==> config.mk <==
export PLATFORM = sky130hd
export DESIGN_NAME = mux4_rr_arbiter
export DESIGN_NICKNAME = d
export VERILOG_FILES = /design/src/rtl/mux4_rr_arbiter.sv
export SDC_FILE = /design/constraint.sdc
export NUM_CORES = 1
export LEC_CHECK = 0
export ABC_AREA = 1
export BUFFER_PORTS_ARGS = -buffer_cell sky130_fd_sc_hd__buf_4
export CORE_AREA = 3 3 78 80
export CTS_CLUSTER_SIZE = 30
export DETAILED_ROUTE_END_ITERATION = 10
export DIE_AREA = 0 0 81 83
export PLACE_DENSITY_LB_ADDON = 0.3
export SYNTH_ARGS = -nofsm -noshare
export SYNTH_HDL_FRONTEND = slang
export SYNTH_SLANG_ARGS = --single-unit
==> constraint.sdc <==
create_clock -name clk -period 3.9 [get_ports clk]
set_clock_uncertainty 0.05 [all_clocks]
set_input_delay 0 -clock clk [delete_from_list [all_inputs] [get_ports clk]]
set_output_delay 0 -clock clk [all_outputs]
set_load 0.05 [all_outputs]
==> src/rtl/mux4_rr_arbiter.sv <==
`timescale 1ns/1ps
// mux4_rr_arbiter
//   Round-robin arbiter and sequencer for a 4-input select mux. It shares one
//   downstream channel among four requesters using a valid/ready handshake.
//   The grant is held for at most MAX_BURST accepted beats. After that the
//   grant rotates, so one requester cannot starve the others.
//
// Ports
//   clk        rising-edge clock
//   rst_n      synchronous active-low reset
//   req[3:0]   per-requester request; req[i] means in_i holds a valid beat
//   in_0..in_3 requester data
//   out_ready  downstream accepts a beat this cycle
//   out_valid  out_data holds a valid beat
//   out_data   selected input data (always driven, in_0 after reset)
//   select     registered mux select (index of the granted requester)
//   grant      registered one-hot grant; zero when idle
//   ack        per-requester beat accept (grant qualified by transfer)
//   busy       high while a requester holds the grant
module mux4_rr_arbiter #(
  parameter int unsigned WIDTH     = 32,
  parameter int unsigned MAX_BURST = 4    // legal range 1..15
) (
  input  logic             clk,
  input  logic             rst_n,
  input  logic [3:0]       req,
  input  logic [WIDTH-1:0] in_0,
  input  logic [WIDTH-1:0] in_1,
  input  logic [WIDTH-1:0] in_2,
  input  logic [WIDTH-1:0] in_3,
  input  logic             out_ready,
  output logic             out_valid,
  output logic [WIDTH-1:0] out_data,
  output logic [1:0]       select,
  output logic [3:0]       grant,
  output logic [3:0]       ack,
  output logic             busy
);

  typedef enum logic {
    IDLE  = 1'b0,
    GRANT = 1'b1
  } state_t;

  localparam logic [3:0] LAST_BEAT = 4'(MAX_BURST - 1);

  state_t     state, state_n;
  logic [3:0] grant_n;
  logic [1:0] select_n;
  logic [1:0] ptr, ptr_n;
  logic [3:0] beat_cnt, beat_cnt_n;

  logic       transfer;
  logic       withdraw;
  logic       burst_end;
  logic       rel;
  logic [3:0] rearb_req;
  logic [1:0] owner_n;

  // First index with a set request, searching p, p+1, p+2, p+3 (mod 4).
  function automatic logic [1:0] pick(input logic [3:0] r, input logic [1:0] p);
    logic [1:0] idx;
    logic       found;
    pick  = p;
    found = 1'b0;
    for (int unsigned k = 0; k < 4; k++) begin
      idx = p + k[1:0];
      if (!found && r[idx]) begin
        pick  = idx;
        found = 1'b1;
      end
    end
  endfunction

  function automatic logic [3:0] onehot(input logic [1:0] i);
    onehot = 4'b0001 << i;
  endfunction

  // State register
  always_ff @(posedge clk) begin
    if (!rst_n) begin
      state    <= IDLE;
      grant    <= '0;
      select   <= '0;
      ptr      <= '0;
      beat_cnt <= '0;
    end else begin
      state    <= state_n;
      grant    <= grant_n;
      select   <= select_n;
      ptr      <= ptr_n;
      beat_cnt <= beat_cnt_n;
    end
  end

  // Next-state logic. A release re-arbitrates in the same cycle, so a
  // waiting requester gets the channel without an idle bubble. On a
  // withdrawal, the old owner's bit is masked out of the new arbitration.
  // On a burst end it is not masked, so the old owner wins again only when
  // it is the sole requester.
  always_comb begin
    state_n    = state;
    grant_n    = grant;
    select_n   = select;
    ptr_n      = ptr;
    beat_cnt_n = beat_cnt;
    withdraw   = 1'b0;
    burst_end  = 1'b0;
    rel        = 1'b0;
    rearb_req  = '0;
    owner_n    = select;

    case (state)
      IDLE: begin
        if (req != '0) begin
          owner_n    = pick(req, ptr);
          state_n    = GRANT;
          grant_n    = onehot(owner_n);
          select_n   = owner_n;
          beat_cnt_n = '0;
        end
      end

      GRANT: begin
        withdraw  = ~req[select];
        burst_end = transfer && (beat_cnt == LAST_BEAT);
        rel       = withdraw || burst_end;
        if (rel) begin
          ptr_n      = select + 2'd1;
          beat_cnt_n = '0;
          rearb_req  = withdraw ? (req & ~onehot(select)) : req;
          if (rearb_req != '0) begin
            owner_n  = pick(rearb_req, select + 2'd1);
            grant_n  = onehot(owner_n);
            select_n = owner_n;
          end else begin
            // select keeps the last owner, so out_data stays put while idle
            state_n = IDLE;
            grant_n = '0;
          end
        end else if (transfer) begin
          beat_cnt_n = beat_cnt + 4'd1;
        end
      end

      default: state_n = IDLE;
    endcase
  end

  // Outputs: the datapath and handshake are combinational off registered state
  always_comb begin
    busy      = (state == GRANT);
    out_valid = busy && req[select];
    transfer  = out_valid && out_ready;
    ack       = grant & {4{transfer}};
    case (select)
      2'd0:    out_data = in_0;
      2'd1:    out_data = in_1;
      2'd2:    out_data = in_2;
      default: out_data = in_3;
    endcase
  end

endmodule

==> flow_summary.toml <==
[cells_and_area]
fillers = 520
final_cells = 661
syn2layout_area_growth_pct = 65.7
layout.nets = 732
drive_above_1_share_pct = 34.3
antenna_cells = 0

[drt]
antenna_left = 0
wl_per_cell_um = 15.6
wl_mm = 10.3
vias = 3487
post-route-drc-count = 0
first_pass_iters = 6
viasPerCell = 5.28
first_iter_violations = 201

[synth]
synthCells = 422
seq_area_frac_synth_pct = 11.9
synth-seq-cells = 13
synthTopCellsByCount = "nand2_1 (140), nor2_1 (51), nand3_1 (46)"
synth_top_cell_by_area = "nand2_1"
syn_avg_cell_area_um2 = 5.18
synth_top_area_share_pct = 24.0
yosys_warnings = 0
synthTopCellsByArea = "nand2_1 (24%), dfxtp_1 (12%), nand3_1 (11%)"
syn-num-nets = 564
syn_area_um2 = 2190
synth_cell_types = 28
async_flop_share_pct = 0
synth_enable_flop_cells = 0
ys.flop_type = "dfxtp_1"
yosysMostFrequentCell = "nand2_1"

[power_and_ir_drop]
power_density_nw_per_um2 = 849
total_power_w = 0.00308
ir_drop_mv = 0.525
p_leak_nw = 1.88
p_int_w = 0.00107
p_sw_share_pct = 65.2
power_switching_w = 0.00201
clockPowerShare_pct = 3.9
power_frac_seq_pct = 7.3
power_frac_comb_pct = 88.8

[worst_setup_path]
path_class = "reg -> reg"
r2r_cells = 13
end_kind = "register"
cp.required_ns = 4.03
crit_fanout = 16
reg2reg_slack_ns = 1.10
crit_arrival_ns = 2.93
cp-start-kind = "register"
reg2reg_from = "select[0]$_SDFFE_PN0P_"
reg2reg_to = "grant[0]$_SDFFE_PN0P_"

[global_routing]
track_usage_pct = 28.9
antenna_found_initial = 0
grt_pass1_wl_mm = 15.9
grt_max_degree = 35
grt_pass1_vias = 3301
grt-ovfl-total = 0

[floorplan]
dieHeight_um = 83
dieArea_um2 = 6720
num_rows = 27
initial_core_util_pct = 40.0
ios = 179
die_w_um = 81
coreArea_um2 = 5470

[place]
io_buffers = 178
dp_cells = 656
dp_hpwl_mm = 8.23
gp_congestion = 0.925

[outcome]
status = "finished, final reports clean"

[worst_hold_path]
hold_depth = 5
hold_end = "busy$_SDFF_PN0_"
hp-class = "in -> reg"
min_from = "req[3]"

[sta]
period_minus_slack_ns = 2.80
drv_slew = 0
rsz0062_at_grt = "false"
worst_pin_slew_ns = 1.01
slew_headroom_pct = 32.4
max_freq_mhz = 357
fin_crit_sh_pct = 71.9
tns_ns = 0
final-setup-viol-count = 0
finalHoldViolations = 0

[clock_network]
ctsResizeCount = 0
clk_path_buf_depth = 2
cts-root-buf = "clkbuf_8"
numCtsBuffers = 3
cts.sinks = 13
htreeDepth = 1
insertion_delay_ns = 0.24
cts_tree = "built"
clk_pin_slew_worst_paths_ns = 0.05

[job]
drv_cap = 0
-- cells by family after synthesis --
kind of cell,Yosys count,synth area share (%)
buffers and inverters,48,8.35
xor gates and xnor gates,5,2.00
adders and majority gates,7,4.00
DFF,13,11.9
AOI/OAI and AO/OA,94,24.2
and+or+nand+nor,255,49.5
-- layout make-up --
type                    instances  area [um2]  area share (%)
well taps                      72        90.1            2.49
inverters                      27         101            2.80
repair buffers                184        1380            38.2
multi-input cells             361        1740            48.1
clock buffers                   4        45.0            1.24
flip-flops and latches         13         260            7.18
-- placed cells by master, fill, tap and decap left out --
| master | instances |
|---|---|
| nand2_2 | 3 |
| nand2_1 | 140 |
| clkbuf_1 | 1 |
| nor2_4 | 1 |
| nor3_1 | 4 |
| or2_2 | 1 |
| nand3_4 | 1 |
| dlygate4sd3_1 | 1 |
| a211oi_1 | 1 |
| a21oi_1 | 40 |
| buf_4 | 183 |
| clkinv_1 | 1 |
| a21oi_2 | 2 |
| nand3_2 | 2 |
| nand3_1 | 46 |
| o21ai_0 | 16 |
| xor2_1 | 4 |
| inv_2 | 1 |
| dfxtp_1 | 13 |
| nor2_2 | 4 |
| inv_1 | 25 |
| o21a_1 | 1 |
| a41o_1 | 1 |
| nand4_1 | 1 |
| ha_1 | 7 |
| nand2_4 | 1 |
| nor2_1 | 51 |
| clkbuf_8 | 3 |
| a31oi_1 | 33 |
| xnor2_1 | 1 |
-- power groups by stage --
| stage | registers (W) | logic (W) | clock network [W] |
|---|---|---|---|
| 5_1_grt | 0.000232 | 0.00295 | 0.000127 |
| 6_report | 0.000226 | 0.00273 | 0.000120 |
| 3_5_place_dp | 0.000227 | 0.00270 | 0 |
| 4_1_cts | 0.000224 | 0.00271 | 0.000122 |
| 3_3_place_gp | 0.000226 | 0.00265 | 0 |
| 2_1_floorplan | 0.000300 | 0.00187 | 0 |
-- metal layers --
| layer | vias to the layer above | GRT usage [%] | share of wire, % |
|---|---|---|---|
| li1 | 1748 | - | - |
| met1 | 1535 | 35.7 | 39 |
| met2 | 186 | 50.3 | 48 |
| met3 | 18 | 6.40 | 11 |
| met4 | 0 | 6.45 | 2.4 |
| met5 | - | 0 | 0 |
-- sequential cells by signal (all words and copies together), names as in the netlist --
name and count:
busy 1, ptr 2, grant 4, select 2
beat_cnt 4
-- per-stage QoR --
step                      utilization (%)  hold slack, ns  cell area, um2  setup slack [ns]
final                                66.2           0.147            3620              1.10
after global routing                 66.2           0.211            3620             0.805
after CTS                            66.2           0.143            3620              1.12
after detailed placement             65.2           0.254            3570              1.13
after global placement               65.2           0.255            3570              1.28
after floorplan                         -          0.0883            2190             0.960
-- worst max path at each step --
| stage | startpoint | end | cells past startpoint |
|---|---|---|---|
| floorplan | select[0]$_SDFFE_PN0P_ | grant[2]$_SDFFE_PN0P_ | 15 |
| global placement | select[0]$_SDFFE_PN0P_ | grant[0]$_SDFFE_PN0P_ | 13 |
| detailed placement | select[0]$_SDFFE_PN0P_ | grant[0]$_SDFFE_PN0P_ | 13 |
| CTS | select[0]$_SDFFE_PN0P_ | grant[0]$_SDFFE_PN0P_ | 13 |
| global route | select[0]$_SDFFE_PN0P_ | grant[2]$_SDFFE_PN0P_ | 13 |
| finish | select[0]$_SDFFE_PN0P_ | grant[0]$_SDFFE_PN0P_ | 13 |
-- worst max-delay path, stage by stage (launching register included) --
cell and delay [ns]:
dfxtp_1 0.52, inv_2 0.22, ha_1 0.48, xnor2_1 0.38, inv_1 0.16, nand3_1 0.12
nand2_2 0.11, nor2_4 0.19, nand2_2 0.08, nand2_1 0.07, nand2_1 0.08, nor2_2 0.10
nand2_1 0.07, a21oi_2 0.11
-- what timing repair did --
action | 4_1_cts | 5_1_grt
setup endpoints to repair | 0 | 0
hold buffers | 1 | 0
hold endpoints to repair | 1 | 0
setup buffers | 0 | 0
(Power assumes the default switching activity.)
